File: config.mk
export PLATFORM = sky130hd
export DESIGN_NAME = io_bus_arbiter_flat
export DESIGN_NICKNAME = d
export VERILOG_FILES = /design/src/rtl/io_bus_pkg.sv /design/src/rtl/io_bus_arbiter_if.sv /design/src/rtl/rr_picker.sv /design/src/rtl/io_bus_arbiter.sv /design/src/flat_wrapper.sv
export SDC_FILE = /design/constraint.sdc
export NUM_CORES = 1
export LEC_CHECK = 0
export BUFFER_PORTS_ARGS = -buffer_cell sky130_fd_sc_hd__clkbuf_2
export CAP_MARGIN = 20
export CELL_PAD_IN_SITES_DETAIL_PLACEMENT = 0
export CELL_PAD_IN_SITES_GLOBAL_PLACEMENT = 2
export CORE_MARGIN = 3
export CORE_UTILIZATION = 25
export DETAILED_ROUTE_END_ITERATION = 6
export GPL_ROUTABILITY_DRIVEN = 0
export PLACE_DENSITY = 0.84
export SKIP_LAST_GASP = 1
export SLEW_MARGIN = 10
export SYNTH_ARGS = -nofsm -noshare
export SYNTH_HDL_FRONTEND = slang
export SYNTH_HIERARCHICAL = 1
export SYNTH_SLANG_ARGS = --single-unit
File: constraint.sdc
create_clock -name clk -period 5.8 [get_ports clk]
set_clock_uncertainty 0.15 [all_clocks]
set_input_delay 0.87 -clock clk [delete_from_list [all_inputs] [get_ports clk]]
set_output_delay 0.87 -clock clk [all_outputs]
set_load 0.01 [all_outputs]
File: src/rtl/io_bus_pkg.sv
// Shared io_bus types: address/data words and arbiter states.
// Used by the arbiter, its interface and io_bus memory users.
package io_bus_pkg;

  localparam int IO_ADDR_W = 9;
  localparam int IO_DATA_W = 64;

  typedef logic [0:IO_ADDR_W-1] io_addr_t;
  typedef logic [0:IO_DATA_W-1] io_data_t;

  typedef enum logic [1:0] {
    IDLE,
    ACCESS,
    RESP
  } io_arb_state_e;

endpackage

File: src/rtl/io_bus_arbiter_if.sv
// Requester handshakes plus io_bus address/data port.
// slave = arbiter side, master = requesters and io_bus.
interface io_bus_arbiter_if
  import io_bus_pkg::*;
#(
  parameter int NUM_REQ = 3
) ();

  logic     [0:NUM_REQ-1] req_valid;
  io_addr_t [0:NUM_REQ-1] req_addr;
  io_data_t [0:NUM_REQ-1] req_wdata;
  logic     [0:NUM_REQ-1] req_we;
  logic     [0:NUM_REQ-1] req_lock;
  logic     [0:NUM_REQ-1] req_ready;
  logic     [0:NUM_REQ-1] rsp_valid;
  io_data_t               rsp_data;
  logic     [0:NUM_REQ-1] rsp_ready;
  io_addr_t               bus_addr;
  io_data_t               bus_write_data;
  logic                   bus_write_enable;
  io_data_t               bus_read_data;

  modport slave (
    input  req_valid, req_addr, req_wdata,
    input  req_we, req_lock, rsp_ready,
    input  bus_read_data,
    output req_ready, rsp_valid, rsp_data,
    output bus_addr, bus_write_data,
    output bus_write_enable
  );

  modport master (
    output req_valid, req_addr, req_wdata,
    output req_we, req_lock, rsp_ready,
    output bus_read_data,
    input  req_ready, rsp_valid, rsp_data,
    input  bus_addr, bus_write_data,
    input  bus_write_enable
  );

endinterface

File: src/rtl/rr_picker.sv
// Round-robin picker: first valid index after last,
// searching upward and wrapping modulo N.
module rr_picker #(
  parameter int N = 3
) (
  input  logic [0:N-1]         valid,
  input  logic [$clog2(N)-1:0] last,
  output logic [0:N-1]         gnt,
  output logic [$clog2(N)-1:0] gnt_idx,
  output logic                 any
);

  localparam int W = $clog2(N);

  // scan N slots starting just after last
  always_comb begin
    int idx;
    idx     = 0;
    gnt     = '0;
    gnt_idx = last;
    any     = 1'b0;
    for (int k = 1; k <= N; k++) begin
      idx = (int'(last) + k) % N;
      if (!any && valid[idx]) begin
        any     = 1'b1;
        gnt_idx = W'(idx);
      end
    end
    for (int i = 0; i < N; i++) begin
      gnt[i] = any && (gnt_idx == W'(i));
    end
  end

endmodule

File: src/rtl/io_bus_arbiter.sv
// Round-robin io_bus arbiter, one transaction in flight.
// Optional lock for atomic RMW: define IO_ARB_LOCK_EN.
module io_bus_arbiter
  import io_bus_pkg::*;
#(
  parameter int NUM_REQ = 3
) (
  input logic             clk,
  input logic             rst,
  io_bus_arbiter_if.slave ifc
);

  localparam int IW = $clog2(NUM_REQ);

  io_arb_state_e      state;
  logic [IW-1:0]      last_grant;
  io_addr_t           addr_q;
  io_data_t           wdata_q;
  logic               we_q;
  io_data_t           rsp_data_q;
  logic [0:NUM_REQ-1] rsp_valid_q;
  logic [0:NUM_REQ-1] last_oh;
  logic [0:NUM_REQ-1] pick_valid;
  logic [0:NUM_REQ-1] gnt;
  logic [IW-1:0]      gnt_idx;
  logic               any;

`ifdef IO_ARB_LOCK_EN
  logic          lock_q;
  logic          lock_active;
  logic [IW-1:0] lock_owner;

  // while locked only the owner may win
  always_comb begin
    pick_valid = ifc.req_valid;
    if (lock_active) begin
      for (int i = 0; i < NUM_REQ; i++) begin
        pick_valid[i] = ifc.req_valid[i] &&
                        (lock_owner == IW'(i));
      end
    end
  end
`else
  logic unused_lock;

  assign unused_lock = ^ifc.req_lock;
  assign pick_valid  = ifc.req_valid;
`endif

  rr_picker #(
    .N(NUM_REQ)
  ) u_pick (
    .valid   (pick_valid),
    .last    (last_grant),
    .gnt     (gnt),
    .gnt_idx (gnt_idx),
    .any     (any)
  );

  // one-hot of the current grant for the response
  always_comb begin
    last_oh = '0;
    for (int i = 0; i < NUM_REQ; i++) begin
      last_oh[i] = (last_grant == IW'(i));
    end
  end

  assign ifc.req_ready = (state == IDLE) ? gnt : '0;
  assign ifc.rsp_valid = rsp_valid_q;
  assign ifc.rsp_data  = rsp_data_q;
  assign ifc.bus_addr  = addr_q;
  assign ifc.bus_write_data = wdata_q;
  assign ifc.bus_write_enable =
    (state == ACCESS) && we_q && !rst;

  // IDLE -> ACCESS -> RESP -> IDLE transaction FSM
  always_ff @(posedge clk) begin
    if (rst) begin
      state       <= IDLE;
      last_grant  <= IW'(NUM_REQ - 1);
      addr_q      <= '0;
      wdata_q     <= '0;
      we_q        <= 1'b0;
      rsp_data_q  <= '0;
      rsp_valid_q <= '0;
`ifdef IO_ARB_LOCK_EN
      lock_q      <= 1'b0;
      lock_active <= 1'b0;
      lock_owner  <= '0;
`endif
    end else begin
      unique case (state)
        IDLE: begin
          if (any) begin
            addr_q     <= ifc.req_addr[gnt_idx];
            wdata_q    <= ifc.req_wdata[gnt_idx];
            we_q       <= ifc.req_we[gnt_idx];
            last_grant <= gnt_idx;
`ifdef IO_ARB_LOCK_EN
            lock_q     <= ifc.req_lock[gnt_idx];
`endif
            state      <= ACCESS;
          end
        end
        ACCESS: begin
          rsp_data_q  <= we_q ? '0 : ifc.bus_read_data;
          rsp_valid_q <= last_oh;
          state       <= RESP;
        end
        RESP: begin
          if (ifc.rsp_ready[last_grant]) begin
            rsp_valid_q <= '0;
            state       <= IDLE;
`ifdef IO_ARB_LOCK_EN
            lock_active <= lock_q;
            lock_owner  <= last_grant;
`endif
          end
        end
        default: state <= IDLE;
      endcase
    end
  end

endmodule

File: src/flat_wrapper.sv
// flat-port wrapper written by rule: the top's interface ports become plain ports
module io_bus_arbiter_flat import io_bus_pkg::*;
#(
  parameter int NUM_REQ = 3
)
  (clk, rst, ifc_req_valid, ifc_req_addr, ifc_req_wdata, ifc_req_we, ifc_req_lock, ifc_rsp_ready, ifc_bus_read_data, ifc_req_ready, ifc_rsp_valid, ifc_rsp_data, ifc_bus_addr, ifc_bus_write_data, ifc_bus_write_enable);
  io_bus_arbiter_if #(.NUM_REQ(NUM_REQ)) ifc_i ();
  input logic clk;
  input logic rst;
  input wire logic [$bits(ifc_i.req_valid)-1:0] ifc_req_valid;
  input wire logic [$bits(ifc_i.req_addr)-1:0] ifc_req_addr;
  input wire logic [$bits(ifc_i.req_wdata)-1:0] ifc_req_wdata;
  input wire logic [$bits(ifc_i.req_we)-1:0] ifc_req_we;
  input wire logic [$bits(ifc_i.req_lock)-1:0] ifc_req_lock;
  input wire logic [$bits(ifc_i.rsp_ready)-1:0] ifc_rsp_ready;
  input wire logic [$bits(ifc_i.bus_read_data)-1:0] ifc_bus_read_data;
  output wire logic [$bits(ifc_i.req_ready)-1:0] ifc_req_ready;
  output wire logic [$bits(ifc_i.rsp_valid)-1:0] ifc_rsp_valid;
  output wire logic [$bits(ifc_i.rsp_data)-1:0] ifc_rsp_data;
  output wire logic [$bits(ifc_i.bus_addr)-1:0] ifc_bus_addr;
  output wire logic [$bits(ifc_i.bus_write_data)-1:0] ifc_bus_write_data;
  output wire logic [$bits(ifc_i.bus_write_enable)-1:0] ifc_bus_write_enable;
  assign ifc_i.req_valid = ifc_req_valid;
  assign ifc_i.req_addr = ifc_req_addr;
  assign ifc_i.req_wdata = ifc_req_wdata;
  assign ifc_i.req_we = ifc_req_we;
  assign ifc_i.req_lock = ifc_req_lock;
  assign ifc_i.rsp_ready = ifc_rsp_ready;
  assign ifc_i.bus_read_data = ifc_bus_read_data;
  assign ifc_req_ready = ifc_i.req_ready;
  assign ifc_rsp_valid = ifc_i.rsp_valid;
  assign ifc_rsp_data = ifc_i.rsp_data;
  assign ifc_bus_addr = ifc_i.bus_addr;
  assign ifc_bus_write_data = ifc_i.bus_write_data;
  assign ifc_bus_write_enable = ifc_i.bus_write_enable;
  io_bus_arbiter #(.NUM_REQ(NUM_REQ)) u_core (.clk(clk), .rst(rst), .ifc(ifc_i));
endmodule
# After elaboration in Yosys (flattened, before gate mapping)
# Index checks and enable logic that the tools add are counted.
[op_classes]
add_sub_neg = 3
n_mul = 0
div = 3
n_lt_le_gt_ge = 5
eq_ne = 8
shift = 0
n_mux = 34
bitwise_logic = 5
reduce_logical = 17
[op_table]
columns = ["op", "n"]
rows = [
  ["$mux W64", 3],
  ["$bmux W64 S2", 1],
  ["$ge A32 B3 Y1 const B", 3],
  ["$mod A32 B3 Y32 const B", 3],
  ["$not A32 Y32", 3],
  ["$bmux W9 S2", 1],
  ["$mux W9", 2],
  ["$mux W1", 13],
  ["$bmux W1 S2", 5],
  ["$mux W2", 5],
  ["$logic_and A1 B1 Y1", 7],
  ["$add A2 B2 Y3 const B", 2],
  ["$eq A2 B1 Y1 const B", 3],
  ["$eq A2 B2 Y1 const B", 3],
  ["$ge A3 B3 Y1 const B", 2],
  ["$logic_not A2 Y1", 3],
  ["$mux W3", 2],
  ["$not A2 Y3", 2],
  ["$pmux W2 S3", 1],
  ["$pmux W3 S2", 1],
  ["$reduce_and A2 Y1", 3],
  ["$ne A2 B1 Y1 const B", 2],
  ["$add A2 B1 Y3 const B", 1],
  ["$logic_not A1 Y1", 3],
  ["$reduce_bool A2 Y1", 1],
]
[totals]
regBits = 145
latchBits = 0
ram_bits = 0
romBits = 0
inputBits = 297
out_inout_bits = 144
wordCells = 82
mem_count = 0

# Depth between registers and ports, before layout
# Gate-level depths: netlist of run 1.
[depth]
ltp_word = 17
mapped_depth = 14
ltp_nobuf = 10

# Modules after synthesis
# Netlist of run 1, hierarchy kept.
[by_module_without_submodules]
columns = ["mod", "n_inst", "cells_each", "area_per_inst_um2"]
rows = [
  ["io_bus_arbiter", 1, 746, 6880.3],
  ["rr_picker", 1, 50, 385.4],
]

# Least setup slack after synthesis of run 1
# No wires, ideal clock.
[synth_path]
path_kind = "reg-to-output"
from = "register u_core.last_grant[0]"
to = "output port ifc_req_ready[2]"
arrival_time_ns = 2.024
required_ns = 4.780
path_slack_ns = 2.756
stages_incl_launch_ff = 10
cell_sequence = "dfxtp_1 -> inv_1 -> ha_1 -> buf_2 -> or3b_2 -> o221a_2 -> o21ai_2 -> a21oi_1 -> nor3_1 -> and2_1"
[synth_via]
elab_chain_cells = 16
word_cells_on_any_way = 31
classes_between = "add/sub: 3; div: 3; mux: 16; bitwise: 3; reduce/logical: 6"
[synth_lines]
columns = ["element", "line_no", "text"]
rows = [
  ["from (decl)", "io_bus_arbiter.sv:16", "logic [IW-1:0] last_grant;"],
  ["from (signal assigned)", "io_bus_arbiter.sv:80", "last_grant <= IW'(NUM_REQ - 1);"],
  ["from (signal assigned)", "io_bus_arbiter.sv:98", "last_grant <= gnt_idx;"],
  ["$add A2 B1 Y3", "rr_picker.sv:23", "idx = (int'(last) + k) % N;"],
  ["$mod A32 B3 Y32", "rr_picker.sv:23", ""],
  ["$not A32 Y32 (implied by the code)", "rr_picker.sv:24", "if (!any && valid[idx]) begin"],
  ["$bmux W1 S2", "rr_picker.sv:24", ""],
  ["$mux W1 (implied by the code) (2 in series)", "rr_picker.sv:24", ""],
  ["$mux W1", "rr_picker.sv:24", ""],
  ["$logic_not A1 Y1", "rr_picker.sv:24", ""],
  ["$logic_and A1 B1 Y1", "rr_picker.sv:24", ""],
  ["$mux W1", "rr_picker.sv:24", ""],
  ["$logic_not A1 Y1", "rr_picker.sv:24", ""],
  ["$logic_and A1 B1 Y1", "rr_picker.sv:24", ""],
  ["$mux W2", "rr_picker.sv:24", ""],
  ["$logic_not A2 Y1", "rr_picker.sv:30", "gnt[i] = any && (gnt_idx == W'(i));"],
  ["$logic_and A1 B1 Y1 *", "rr_picker.sv:30", ""],
  ["via u_core.gnt, one bit", "io_bus_arbiter.sv:24", "logic [0:NUM_REQ-1] gnt;"],
  ["$mux W3 *", "io_bus_arbiter.sv:68", "assign ifc.req_ready = (state == IDLE) ? gnt : '0;"],
  ["to (decl)", "flat_wrapper.sv:17", "output wire logic [$bits(ifc_i.req_ready)-1:0] ifc_req_ready;"],
]
# Mark *: on every way through the listed nets, which the timed path passes. The rest lies on a longest branch. The select of a mux whose other input is x is not followed.

# Worst setup path in the final report of run 1
[layout_path]
from = "register u_core.last_grant[0]"
to = "register u_core.wdata_q[54], in the netlist u_core/ifc.bus_write_data[54]"
[layout_via]
elab_chain_cells = 17
word_cells_on_any_way = 33
classes_between = "add/sub: 3; div: 3; mux: 18; bitwise: 4; reduce/logical: 5"
[layout_lines]
columns = ["element", "line_no", "text"]
rows = [
  ["$add A2 B1 Y3", "rr_picker.sv:23", ""],
  ["$mod A32 B3 Y32", "rr_picker.sv:23", ""],
  ["$not A32 Y32 (implied by the code)", "rr_picker.sv:24", ""],
  ["$bmux W1 S2", "rr_picker.sv:24", ""],
  ["$mux W1 (implied by the code) (2 in series)", "rr_picker.sv:24", ""],
  ["$mux W1", "rr_picker.sv:24", ""],
  ["$logic_not A1 Y1", "rr_picker.sv:24", ""],
  ["$logic_and A1 B1 Y1", "rr_picker.sv:24", ""],
  ["$mux W1", "rr_picker.sv:24", ""],
  ["$logic_not A1 Y1", "rr_picker.sv:24", ""],
  ["$logic_and A1 B1 Y1", "rr_picker.sv:24", ""],
  ["$mux W2 *", "rr_picker.sv:24", ""],
  ["via u_core.gnt_idx[0]", "io_bus_arbiter.sv:25", "logic [IW-1:0] gnt_idx;"],
  ["$not A2 Y3 (implied by the code) *", "io_bus_arbiter.sv:96", "wdata_q <= ifc.req_wdata[gnt_idx];"],
  ["$bmux W64 S2 *", "io_bus_arbiter.sv:96", ""],
  ["$mux W64 (implied by the code) * (2 in series)", "io_bus_arbiter.sv:96", ""],
  ["to (signal assigned)", "io_bus_arbiter.sv:96", ""],
  ["to (decl)", "io_bus_arbiter.sv:18", "io_data_t wdata_q;"],
]
# Marks and branches as above.
# A chain may end at the register's enable or synchronous reset.

==> results of run 1 <==
[cells by family (layout without fill, tap and decap cells)]
group           count (synthesis)  after routing  share of synthesized area
compound gates                238            238                      0.236
fa+ha+maj                       4              4                    0.00689
buf+inv                        87            484                     0.0730
flops                         145            145                      0.400
mux                            80             80                      0.112
other cells                     0              1                          0
simple gates                  242            242                      0.172
[stage by stage]
step / util / total power (W)
2_1_floorplan: - / 0.00400
3_3_place_gp: 0.338 / 0.00472
3_5_place_dp: 0.338 / 0.00476
4_1_cts: 0.358 / 0.00586
5_1_grt: 0.358 / 0.00622
6_report: 0.358 / 0.00575
[metal layers]
metal	track usage	part of all wire	vias to the layer above
met3	0.0701	0.11	17
met4	0.0376	0.014	2
li1	-	-	3684
met5	0	0.00043	-
met1	0.204	0.41	3301
met2	0.280	0.47	300
[state kept, by name, indices dropped and copies added, names as in the netlist]
register,cells
u_core/we_q,1
u_core/last_grant,2
u_core/ifc.rsp_valid,3
u_core/ifc.rsp_data,64
u_core/state,2
u_core/ifc.bus_write_data,64
u_core/ifc.bus_addr,9
[cell type report]
type	count	area [sq um]	area share
tap	378	473	0.0468
multi-input combinational	564	3870	0.383
sequential	145	2900	0.287
antenna	1	2.50	0.000248
clock buffer	19	443	0.0438
clock inverter	13	115	0.0114
timing repair buffer	448	2280	0.226
inverter	4	15.0	0.00149
[tightest hold or removal path: cells and delay by family (launching register included)]
| family | cells | cell delay [ns] |
|---|---|---|
| AOI/OAI and AO/OA | 1 | 0.05 |
| DFF | 1 | 0.31 |
| and+or+nand+nor | 1 | 0.05 |
[where the power goes]
group | total (W) | internal [W] | switching [W]
Combinational | 0.00318 | 0.00137 | 0.00181
Sequential | 0.00149 | 0.00132 | 0.000177
Clock | 0.00108 | 0.000576 | 0.000502
Total | 0.00575 | 0.00326 | 0.00249
[synthesized netlist by cell type, types with 2 or more instances]
cell type    n
buf_2       31
buf_4        8
dfxtp_1    145
nand2b_1     6
clkbuf_1    32
o21a_1       3
nor2_1      79
nor2b_1      6
a211oi_1    76
buf_12       6
mux2i_1     78
nand2_1     67
o21ai_2      2
inv_1        4
a31oi_1      3
o2111ai_1    2
nand3b_1    68
and2_1       3
a2bb2oi_1   74
ha_1         4
buf_6        5
or3_1        2
a21oi_1     67
[how the worst max path moves through the flow]
stage               depth (start not counted)                                         end                         startpoint
floorplan                                   9                            ifc_req_ready[2]  u_core/last_grant[0]$_SDFFE_PP0P_
global placement                           10  u_core/ifc.bus_write_data[54]$_SDFFE_PP0P_  u_core/last_grant[1]$_SDFFE_PP1P_
detailed placement                         10  u_core/ifc.bus_write_data[54]$_SDFFE_PP0P_  u_core/last_grant[1]$_SDFFE_PP1P_
CTS                                        10  u_core/ifc.bus_write_data[21]$_SDFFE_PP0P_  u_core/last_grant[1]$_SDFFE_PP1P_
global route                               10  u_core/ifc.bus_write_data[54]$_SDFFE_PP0P_  u_core/last_grant[1]$_SDFFE_PP1P_
finish                                      9  u_core/ifc.bus_write_data[54]$_SDFFE_PP0P_  u_core/last_grant[0]$_SDFFE_PP0P_
==> results.json, run 1 <==
{
  "outcome": "finished clean",
  "synth_edf_count": 0,
  "dieArea_sq_um": 31100,
  "final_max_slew_viol_count": 0,
  "drive_above_1_share": 0.413,
  "required_ns": 5.97,
  "path_cells": "inv_1 > ha_1 > mux2_2 > and3b_1 > a31o_4 > nor2b_4 > buf_4 > a2bb2oi_1 > a211oi_1",
  "final_area_sq_um": 10100,
  "portBuffers": 437,
  "endpoint_kind": "flop",
  "ant_nets": 0,
  "clk_latency_ns": 0.41,
  "crit_path_top_delay_cell": "buf_4",
  "cpLargestDelayFamily": "compound AO/OA/AOI/OAI gates",
  "worstMarginPinSlew_ns": 0.902,
  "crit_buf_inv": 2,
  "synth_warnings": 6,
  "slew_headroom": 0.399,
  "finalSetupViolations": 0,
  "cts_buffers": 17,
  "htreeDepth": 4,
  "peakVddDrop_v": 0.000320,
  "ys_types": 48,
  "hold_class": "reg -> reg",
  "min_path_cells": 2,
  "setup_slack_ns": 1.86,
  "async_flop_share": 0,
  "period_minus_slack_ns": 3.94,
  "cts_tree": "yes",
  "place_area_sq_um": 9550,
  "ys_ff_latch": 145,
  "die_y_microns": 176,
  "hold_end": "u_core/ifc.rsp_data[0]$_SDFFE_PP0N_",
  "grt_pass1_wl_microns": 41700,
  "synthToLayoutAreaGrowth_pct": 39.1,
  "num_io_pins": 441,
  "finalNonFillerCells": 1572,
  "drt_iter0_markers": 326,
  "final_cell_mix": "436 x clkbuf_2, 145 x dfxtp_1, 79 x nor2_1",
  "hold_slack_ns": 0.301,
  "hold_viol": 0,
  "clockRootBuffer": "clkbuf_16",
  "fp-row-count": 61,
  "synth_area_leader_cell": "dfxtp_1",
  "seq_area_frac_synth": 0.400,
  "critPathArrivalTime_ns": 4.11,
  "holdBufCountCts": 0,
  "die_w_microns": 176,
  "rr_endpoint": "u_core/ifc.bus_write_data[54]$_SDFFE_PP0P_",
  "routedWlPerCell_microns": 17.6,
  "start_kind": "flop",
  "cts_resized": 0,
  "nFillCells": 3069,
  "maxCapViolCount": 0,
  "syn_nets": 1097,
  "rrSetupSlack_ns": 1.86,
  "nets": 1481,
  "dp_cells": 1539,
  "path_clk_slew_ns": 0.07,
  "p_leak_nw": 4.71,
  "path_max_fanout": 72,
  "coreArea_sq_um": 28200,
  "first_global_vias": 7241,
  "grt_remaining_overflow": 0,
  "drc": 0,
  "drt_first_pass_iters": 4,
  "final_common_cell": "clkbuf_2",
  "reg2reg_depth": 9,
  "worstReg2RegStart": "u_core/last_grant[0]$_SDFFE_PP0P_",
  "dp_hpwl_microns": 20100,
  "floorplan.initialDensity": 0.257,
  "rsz0062_at_grt": "false",
  "dp_slack_ns": 1.83,
  "max_stage_delay_ns": 0.64,
  "synth_flop_cell": "dfxtp_1",
  "num_vias": 7304,
  "synth.area.top_cells": "dfxtp_1 40%, mux2i_1 11%, a2bb2oi_1 8.9%",
  "post-route-period-util": 0.680,
  "antenna_found_initial": 2,
  "cts_sinks": 145,
  "setup_tns_ns": 0,
  "crit_type": "reg -> reg",
  "synth.avg_cell_area_sq_um": 9.13,
  "synth_cells": 796,
  "clk_path_buf_depth": 2,
  "viasPerCell": 4.65,
  "postCtsSetupRepairBufs": 0,
  "gr-usage-all-layers": 0.168,
  "grt_max_degree": 84,
  "timing.fmax_mhz": 254,
  "min_from": "u_core/ifc.rsp_data[0]$_SDFFE_PP0N_",
  "synthesis.area_sq_um": 7270,
  "powerDensity_nw_per_um2": 569,
  "synth.top_cell.area_share": 0.400,
  "finalWirelength_microns": 27700
}
Power figures use the tool's default switching activity.
==> inputs of run 2 (changes only) <==
--- a/config.mk
+++ b/config.mk
@@ -10,10 +10,10 @@
 export CELL_PAD_IN_SITES_DETAIL_PLACEMENT = 0
 export CELL_PAD_IN_SITES_GLOBAL_PLACEMENT = 2
 export CORE_MARGIN = 3
-export CORE_UTILIZATION = 25
+export CORE_UTILIZATION = 21
 export DETAILED_ROUTE_END_ITERATION = 6
 export GPL_ROUTABILITY_DRIVEN = 0
-export PLACE_DENSITY = 0.84
+export PLACE_DENSITY = 0.75
 export SKIP_LAST_GASP = 1
 export SLEW_MARGIN = 10
 export SYNTH_ARGS = -nofsm -noshare
==> constraint.sdc (replaced) <==
create_clock -name clk -period 3.45 [get_ports clk]
set_clock_uncertainty 0.15 [all_clocks]
set_input_delay 0.5175 -clock clk [delete_from_list [all_inputs] [get_ports clk]]
set_output_delay 0.5175 -clock clk [all_outputs]
set_load 0.01 [all_outputs]
==> results.json, run 2 (synthesis gave the netlist of run 1 again) <==
{
  "rrSetupSlack_ns": 0.24,
  "powerDensity_nw_per_um2": 985,
  "cts_tree": "yes",
  "viasPerCell": 4.48,
  "total_power_w": 0.0104,
  "drt_first_pass_iters": 4,
  "synthToLayoutAreaGrowth_pct": 45.0,
  "slew_headroom": 0.409,
  "grt_max_degree": 147,
  "critPathArrivalTime_ns": 2.64,
  "crit_type": "reg -> out",
  "timing.fmax_mhz": 302,
  "ant_nets": 0,
  "maxCapViolCount": 0,
  "clk_latency_ns": 0.44,
  "dieArea_sq_um": 36900,
  "cts_sinks": 145,
  "gr-usage-all-layers": 0.149,
  "first_global_vias": 7236,
  "nFillCells": 3670,
  "dp_hpwl_microns": 20900,
  "final_cell_mix": "436 x clkbuf_2, 143 x dfxtp_1, 79 x nor2_1",
  "diodes": 0,
  "finalSetupViolations": 0,
  "path_max_fanout": 6,
  "final_max_slew_viol_count": 0,
  "peakVddDrop_v": 0.000742,
  "p_leak_nw": 4.88,
  "rsz0062_at_grt": "true",
  "grt_pass1_wl_microns": 42200,
  "die_y_microns": 192,
  "period_minus_slack_ns": 3.31,
  "required_ns": 2.78,
  "drt_iter0_markers": 217,
  "crit_path_top_delay_cell": "or3b_2",
  "clk_path_buf_depth": 2,
  "holdBufCountCts": 0,
  "antenna_found_initial": 0,
  "start_kind": "flop",
  "place_area_sq_um": 9770,
  "setup_tns_ns": 0,
  "final_area_sq_um": 10500,
  "setup_slack_ns": 0.142,
  "die_w_microns": 192,
  "cts_buffers": 17,
  "outcome": "finished clean",
  "final_util": 0.312,
  "endpoint_kind": "primary output",
  "clockRootBuffer": "clkbuf_16",
  "path_cells": "inv_1 > ha_2 > buf_4 > or3b_2 > o221a_2 > o21ai_4 > a21oi_1 > nor3_1 > and2_1 > clkbuf_2",
  "grt_remaining_overflow": 0,
  "fp-row-count": 67,
  "drc": 0,
  "num_vias": 7421,
  "dp_slack_ns": -0.0546,
  "max_stage_delay_ns": 0.47,
  "drive_above_1_share": 0.428,
  "final_common_cell": "clkbuf_2",
  "portBuffers": 437,
  "routedWlPerCell_microns": 17.3,
  "floorplan.initialDensity": 0.215,
  "htreeDepth": 4,
  "path_clk_slew_ns": 0.07,
  "coreArea_sq_um": 33800,
  "post-route-period-util": 0.959,
  "hold_class": "in -> reg",
  "worstMarginPinSlew_ns": 0.882,
  "num_io_pins": 441,
  "nets": 1498,
  "finalWirelength_microns": 28700,
  "hold_viol": 0
}
==> run 2: final timing paths <==
check	start	to	depth (start not counted)
max	u_core/last_grant[0]$_SDFFE_PP0P_	ifc_req_ready[2]	10
min	ifc_bus_read_data[11]	u_core/ifc.rsp_data[11]$_SDFFE_PP0N_	3
max reg2reg	u_core/last_grant[0]$_SDFFE_PP0P_	u_core/ifc.bus_write_data[54]$_SDFFE_PP0P_	12
min reg2reg	u_core/ifc.rsp_data[17]$_SDFFE_PP0N_	u_core/ifc.rsp_data[17]$_SDFFE_PP0N_	2
==> run 2: cell type report <==
class                      instances  area [sq um]  area share
clock inverter                    14           204      0.0194
multi-input combinational        565          3910       0.371
tap                              448           561      0.0532
inverter                           4          15.0     0.00142
clock buffer                      18           439      0.0417
sequential                       145          2910       0.276
timing repair buffer             464          2500       0.238
==> run 2: routing by layer <==
layer  GRT usage  routed length (microns)  up-vias
met5           0                        0        -
met4      0.0437                      334        0
met1       0.176                    12000     3387
met3      0.0522                     2660       19
li1            -                        -     3715
met2       0.254                    13700      300
==> run 2: where the power goes <==
part	switching (W)	leakage, nW	internal [W]
clock	0.000814	0.315	0.00124
sequential	0.000300	1.19	0.00222
combinational	0.00322	3.37	0.00258
==> run 2: critical path, delay by kind of cell (launching register included) <==
kind | cells | cell delay, ns
simple gates | 3 | 0.81
flops | 1 | 0.38
buf+inv | 3 | 0.35
compound gates | 3 | 0.34
fa+ha+maj | 1 | 0.31
==> run 2: repair_timing <==
action,CTS,global route
cloned,1,1
endpoints found under the setup margin,49,41
pin swaps,0,1
setup buffers,0,3
resized for setup,3,12
==> run 2: metrics by stage <==
step,instances,hold slack (ns)
after global placement,1621,0.288
final,1658,0.172
after global routing,1658,0.157
after CTS,1654,0.134
after floorplan,796,0.326
after detailed placement,1621,0.293
